$ cat config.mk
export PLATFORM = sky130hd
export DESIGN_NAME = wb_pipe_reg
export DESIGN_NICKNAME = d
export VERILOG_FILES = /design/src/rtl/wb_pipe_reg.sv
export SDC_FILE = /design/constraint.sdc
export NUM_CORES = 1
export LEC_CHECK = 0
export BUFFER_PORTS_ARGS = -buffer_cell sky130_fd_sc_hd__clkbuf_2
export CORE_ASPECT_RATIO = 0.8
export CORE_MARGIN = 5
export CORE_UTILIZATION = 51
export CTS_BUF_LIST = sky130_fd_sc_hd__clkbuf_8
export DETAILED_ROUTE_END_ITERATION = 8
export PLACE_DENSITY_LB_ADDON = 0.3
export RECOVER_POWER = 100
export SYNTH_ARGS = -nofsm -noshare
export SYNTH_HDL_FRONTEND = slang
export SYNTH_SLANG_ARGS = --single-unit
$ cat constraint.sdc
create_clock -name clk -period 4.78 [get_ports clk]
set_clock_uncertainty 0.1 [all_clocks]
set_input_delay 0.239 -clock clk [delete_from_list [all_inputs] [get_ports clk]]
set_output_delay 0.239 -clock clk [all_outputs]
set_load 0.01 [all_outputs]
$ cat src/rtl/wb_pipe_reg.sv
// Writeback pipeline register: a chain of DEPTH slots carrying memory-stage results into W,
// plus a combinational forwarding lookup over every in-flight slot.
module wb_pipe_reg #(
    parameter int unsigned DATA_W = 32,
    parameter int unsigned REG_W = 5,
    parameter int unsigned DEPTH = 1,
    parameter logic [REG_W-1:0] NONE_REG = '0
) (
    input  logic              clk,
    input  logic              rst,
    input  logic              stall,
    input  logic              bubble,
    input  logic              in_valid,
    input  logic [DATA_W-1:0] M_valE,
    input  logic [DATA_W-1:0] m_valM,
    input  logic [REG_W-1:0]  M_dstE,
    input  logic [REG_W-1:0]  M_dstM,
    output logic              W_valid,
    output logic [DATA_W-1:0] W_valE,
    output logic [DATA_W-1:0] W_valM,
    output logic [REG_W-1:0]  W_dstE,
    output logic [REG_W-1:0]  W_dstM,
    input  logic [REG_W-1:0]  fwd_src,
    output logic              fwd_hit,
    output logic [DATA_W-1:0] fwd_val
);

    typedef struct packed {
        logic              valid;
        logic [DATA_W-1:0] valE;
        logic [DATA_W-1:0] valM;
        logic [REG_W-1:0]  dstE;
        logic [REG_W-1:0]  dstM;
    } slot_t;

    localparam slot_t NOP_SLOT = '{valid: 1'b0, valE: '0, valM: '0, dstE: NONE_REG, dstM: NONE_REG};

    generate
        if (DEPTH < 1 || DEPTH > 4) begin : gBadDepth
            $fatal(1, "wb_pipe_reg: DEPTH must be in 1..4");
        end
    endgenerate

    slot_t slots [DEPTH];
    slot_t slotIn;

    // Value entering slot 0 when the chain advances; bubble beats a real instruction.
    always_comb begin
        slotIn = NOP_SLOT;
        if (!bubble && in_valid) begin
            slotIn = '{valid: 1'b1, valE: M_valE, valM: m_valM, dstE: M_dstE, dstM: M_dstM};
        end
    end

    always_ff @(posedge clk or posedge rst) begin
        if (rst) begin
            for (int unsigned i = 0; i < DEPTH; i++) begin
                slots[i] <= NOP_SLOT;
            end
        end else if (!stall) begin
            slots[0] <= slotIn;
            for (int unsigned i = 1; i < DEPTH; i++) begin
                slots[i] <= slots[i-1];
            end
        end
    end

    assign W_valid = slots[DEPTH-1].valid;
    assign W_valE  = slots[DEPTH-1].valE;
    assign W_valM  = slots[DEPTH-1].valM;
    assign W_dstE  = slots[DEPTH-1].dstE;
    assign W_dstM  = slots[DEPTH-1].dstM;

    // Walk oldest to youngest so the youngest match is the last one written; dstM beats dstE.
    always_comb begin
        fwd_hit = 1'b0;
        fwd_val = '0;
        if (fwd_src != NONE_REG) begin
            for (int i = int'(DEPTH) - 1; i >= 0; i--) begin
                if (slots[i].valid) begin
                    if (slots[i].dstM == fwd_src) begin
                        fwd_hit = 1'b1;
                        fwd_val = slots[i].valM;
                    end else if (slots[i].dstE == fwd_src) begin
                        fwd_hit = 1'b1;
                        fwd_val = slots[i].valE;
                    end
                end
            end
        end
    end

endmodule

Word-level counts from Yosys, hierarchy flattened

Cells that the tools add are included.

Bits in registers: 75
Input port bits: 84
Output and inout bits: 108
Word-level logic and storage cells: 19

Eq/ne operators: 2
Muxes and demuxes: 9
Reduce and logical (&&, ||, !) cells: 3

Operators with widths:

| kind              | number |
|---|---|
| $mux 32           | 4 |
| $mux 75           | 1 |
| $eq 5x5->1        | 2 |
| $reduce_bool 5->1 | 1 |
| $mux 1            | 4 |
| $logic_and 1x1->1 | 1 |
| $logic_not 1->1   | 1 |

Longest topological paths before layout

Word-level depth: 5
Gate-level depth with buffers: 6
Mapped depth without buffers: 4

Worst setup path before layout

OpenSTA, ideal clock, no wires.

Kind: register to output
From: register slots, in the netlist W_dstE[1]
To: output port fwd_val[11]
Arrival time: 1.466 ns
Required time: 4.441 ns
Path slack: 2.975 ns
Cell stages (with the launch flop): 6
Buffers on the path: 1
Cell sequence: dfrtp_1 xor2_1 nor3_2 nand3_2 clkbuf_4 a221oi_2

Word-level cells in the longest chain between the ends: 5

RTL lines:

| what                              | RTL line | RTL |
|---|---|---|
| from (decl)                       | 44       | `slot_t slots [DEPTH];` |
| from (signal, indexed assignment) | 63       | `slots[i] <= slots[i-1];` |
| $eq 5x5->1                        | 84       | `end else if (slots[i].dstE == fwd_src) begin` |
| $mux 32                           | 84       |  |
| $mux 32                           | 81       | `if (slots[i].dstM == fwd_src) begin` |
| $mux 32                           | 80       | `if (slots[i].valid) begin` |
| $mux 32                           | 78       | `if (fwd_src != NONE_REG) begin` |
| to (decl)                         | 25       | `output logic [DATA_W-1:0] fwd_val` |

Every way passes these cells.

Worst setup path in the final report

From: register slots, in the netlist W_dstM[2]
To: output port fwd_val[6]

Word-level cells in the longest chain between the ends: 4

RTL lines:

| what       | RTL line |
|---|---|
| $eq 5x5->1 | 81 |
| $mux 32    | 81 |
| $mux 32    | 80 |
| $mux 32    | 78 |

Every way passes these cells.

==> key figures <==
Die
  • Die area: 0.009187 sq mm
  • Starting Density: 51.51%
  • Ports: 192
  • Die width: 105.9 um
  • Row cnt: 28
  • Core area: 0.007287 sq mm
  • Die Ht: 86.74 um

Clocking
  • Post-CTS Setup Repair Bufs: 0
  • Maximum clock path buffer count: 2
  • Post_cts resized: 0
  • Clock-pin slew on the worst setup and hold paths: 0.09 ns
  • CTS tree: done
  • Clk sinks: 75
  • H-tree levels: 3
  • Clock root buffer: clkbuf_8
  • Post-CTS Hold Buffers: 10
  • CTS buffer count: 9
  • Worst skew pair latency: 0.34 ns

Min path
  • Hold Path Sink: W_valE[17]$_DFFE_PP0N_
  • Hold Path Stages: 2
  • HP Class: in -> reg
  • Hold path startpoint: M_valE[17]

STA
  • Worst Tran Pin Value: 3.285 ns
  • Final setup viols: 0
  • Hold Worst Slack: 0.01517 ns
  • RSZ-0062 raised after global routing: false
  • Final setup TNS: 0 ns
  • Final worst path period share: 77.60%
  • Fin. Hold Viols: 0
  • Fin. max-slew vios: 76
  • Min cycle time layout: 3.709 ns
  • Relative slew slack: -119.0%
  • Max Fclk: 269.6 MHz

Global routing
  • Met3 usage: 6.999%
  • Vias in the first global route: 3500
  • Met1 Use GR: 33.91%
  • Global route hottest layer: met2
  • GRT Residual Overflow: 0
  • GRT met2 Usage: 40.74%
  • Initial antenna violation count: 0
  • Global-route wire length before repair: 18.38 mm
  • Pin count of the biggest net entering global routing: 76
  • GR Util All Layers: 25.19%

Power and ir drop
  • VDD IR max: 0.1805 mV
  • Static leakage: 2.106 nW
  • Power density cells: 295.9 mW/mm^2
  • Total power: 1.368 mW

Route
  • DRC: 0
  • Post-DR vias/cell: 6.031
  • Final ANT Viol Nets: 0
  • Routed wire per std cell: 19.92 um
  • DRT iter0 DRCs: 185
  • DR vias: 3510
  • Drt first pass iters: 5
  • Final WL: 11.59 mm

Outcome
  • Failing checks: max-capacitance violations, max-slew violations
  • Status: complete, but fails checks

Yosys
  • Biggest area consumer among synthesized cells: dfrtp_1
  • Syn Nets: 391
  • Yosys warns: 0
  • Mean Syn Cell Area: 12.23 sq um
  • Seq/Total Area, Yosys: 50.00%
  • Syn Inst Count: 307
  • Dominant cells by area after synthesis: dfrtp_1 (50%), a22o_1 (17%), a221oi_2 (12%)
  • Yosys top cell area share: 50.00%
  • Synthesis-stage register bit count: 75
  • Synthesized area: 0.003754 sq mm
  • Yosys cell types: 26

Worst setup path
  • CP Capture Type: output port
  • Reg2reg end: W_valM[5]$_DFFE_PP0N_
  • Crit path kind: reg -> out
  • WP data arrival: 3.37 ns
  • Crit-path max FO: 33
  • R2R Setup Slk: 3.87 ns
  • Startpoint Class: flop
  • Worst r2r src: W_valM[5]$_DFFE_PP0N_
  • Cells on worst reg2reg path: 1
  • Worst Path Required: 4.44 ns

Finish
  • Layout Utilization: 63.46%
  • Commonest non-fill, non-tap cell in the layout: clkbuf_2
  • # diodes: 0
  • Area Growth Syn to Fin: 23.20%
  • Share of cells above drive strength 1: 28.46%
  • Fin nets: 571
  • Highest-count cells in the layout ignoring fill and taps: clkbuf_2 (113), clkbuf_1 (80), dfrtp_1 (75), a22o_1 (74), nand3_1 (33)

Placed design
  • HPWL Detailed: 8.053 mm
  • GPL Wtd Cong: 0.8885
  • IO Port Bufs: 191

Run
  • # Max-Cap Violations: 1
-- kinds of logic (layout without fill, tap and decap cells) --
kind of cell / after synthesis / count (layout) / share of synthesized area [%]
compound gates: 141 / 141 / 34.87
flops: 75 / 75 / 50.00
simple gates: 41 / 41 / 6.167
buf+inv: 40 / 225 / 6.633
xor+xnor: 10 / 10 / 2.333
-- synthesized netlist by cell type, drive strengths merged --
library cell / number
clkbuf: 14
buf: 25
inv: 1
a21o: 1
o21ai: 33
dfrtp: 75
a221oi: 32
and3: 1
xnor2: 7
nand3: 34
and2: 1
nor3b: 1
a21oi: 1
a22o: 74
xor2: 3
nor3: 1
or4: 1
nand2: 2
-- worst max-delay path by stage --
stage	from	to	slack (ns)	depth (start not counted)
2_1_floorplan	rst	W_dstE[0]$_DFFE_PP0N_	2.53	1
3_3_place_gp	W_dstE[1]$_DFFE_PP0N_	fwd_val[13]	2.10	5
3_5_place_dp	W_dstM[2]$_DFFE_PP0N_	fwd_val[6]	1.98	6
4_1_cts	W_dstM[2]$_DFFE_PP0N_	fwd_val[6]	1.60	6
5_1_grt	W_dstM[4]$_DFFE_PP0N_	fwd_val[15]	0.81	6
6_report	W_dstM[2]$_DFFE_PP0N_	fwd_val[6]	1.07	6
-- sequential cells by signal (all words and copies together) (netlist names) --
register	count
W_valM	32
W_dstE	5
W_valE	32
W_valid	1
W_dstM	5
-- stage by stage --
| step | cell area [sq um] | instances | worst slack [ns] |
|---|---|---|---|
| 2_1_floorplan | 3754 | 307 | 2.531 |
| 3_3_place_gp | 4627 | 555 | 2.098 |
| 3_5_place_dp | 4627 | 555 | 1.984 |
| 4_1_cts | 4906 | 581 | 1.598 |
| 5_1_grt | 4624 | 582 | 0.8146 |
| 6_report | 4624 | 582 | 1.071 |
-- critical path, cell delays in order, from the launching register on --
cell	delay (ns)
dfrtp_1	0.42
xnor2_1	0.21
and3_1	0.55
clkbuf_1	0.71
nand2_4	0.42
a221oi_1	0.49
clkbuf_2	0.21
-- power by group --
| part | total (mW) | internal, mW | switching (mW) |
|---|---|---|---|
| Clock | 0.438 | 0.202 | 0.236 |
| Combinational | 0.228 | 0.0895 | 0.138 |
| Sequential | 0.702 | 0.669 | 0.0330 |
| Total | 1.37 | 0.960 | 0.408 |
-- routing by layer --
layer  vias to the layer above  routed length [um]
met1                      1740                5021
met3                        13                 961
met5                         -                   0
met2                       182                5479
li1                       1575                   -
met4                         0                 129
-- final cells by class --
type	instances	area, sq um
clock buffers	10	137.6
flip-flops and latches	75	1877
inverters	1	3.754
multi-input cells	192	1446
well taps	90	112.6
clock inverters	6	41.29
repair buffers	208	1006
fillers	666	2663
No activity file was read; power rests on OpenSTA's default activity.
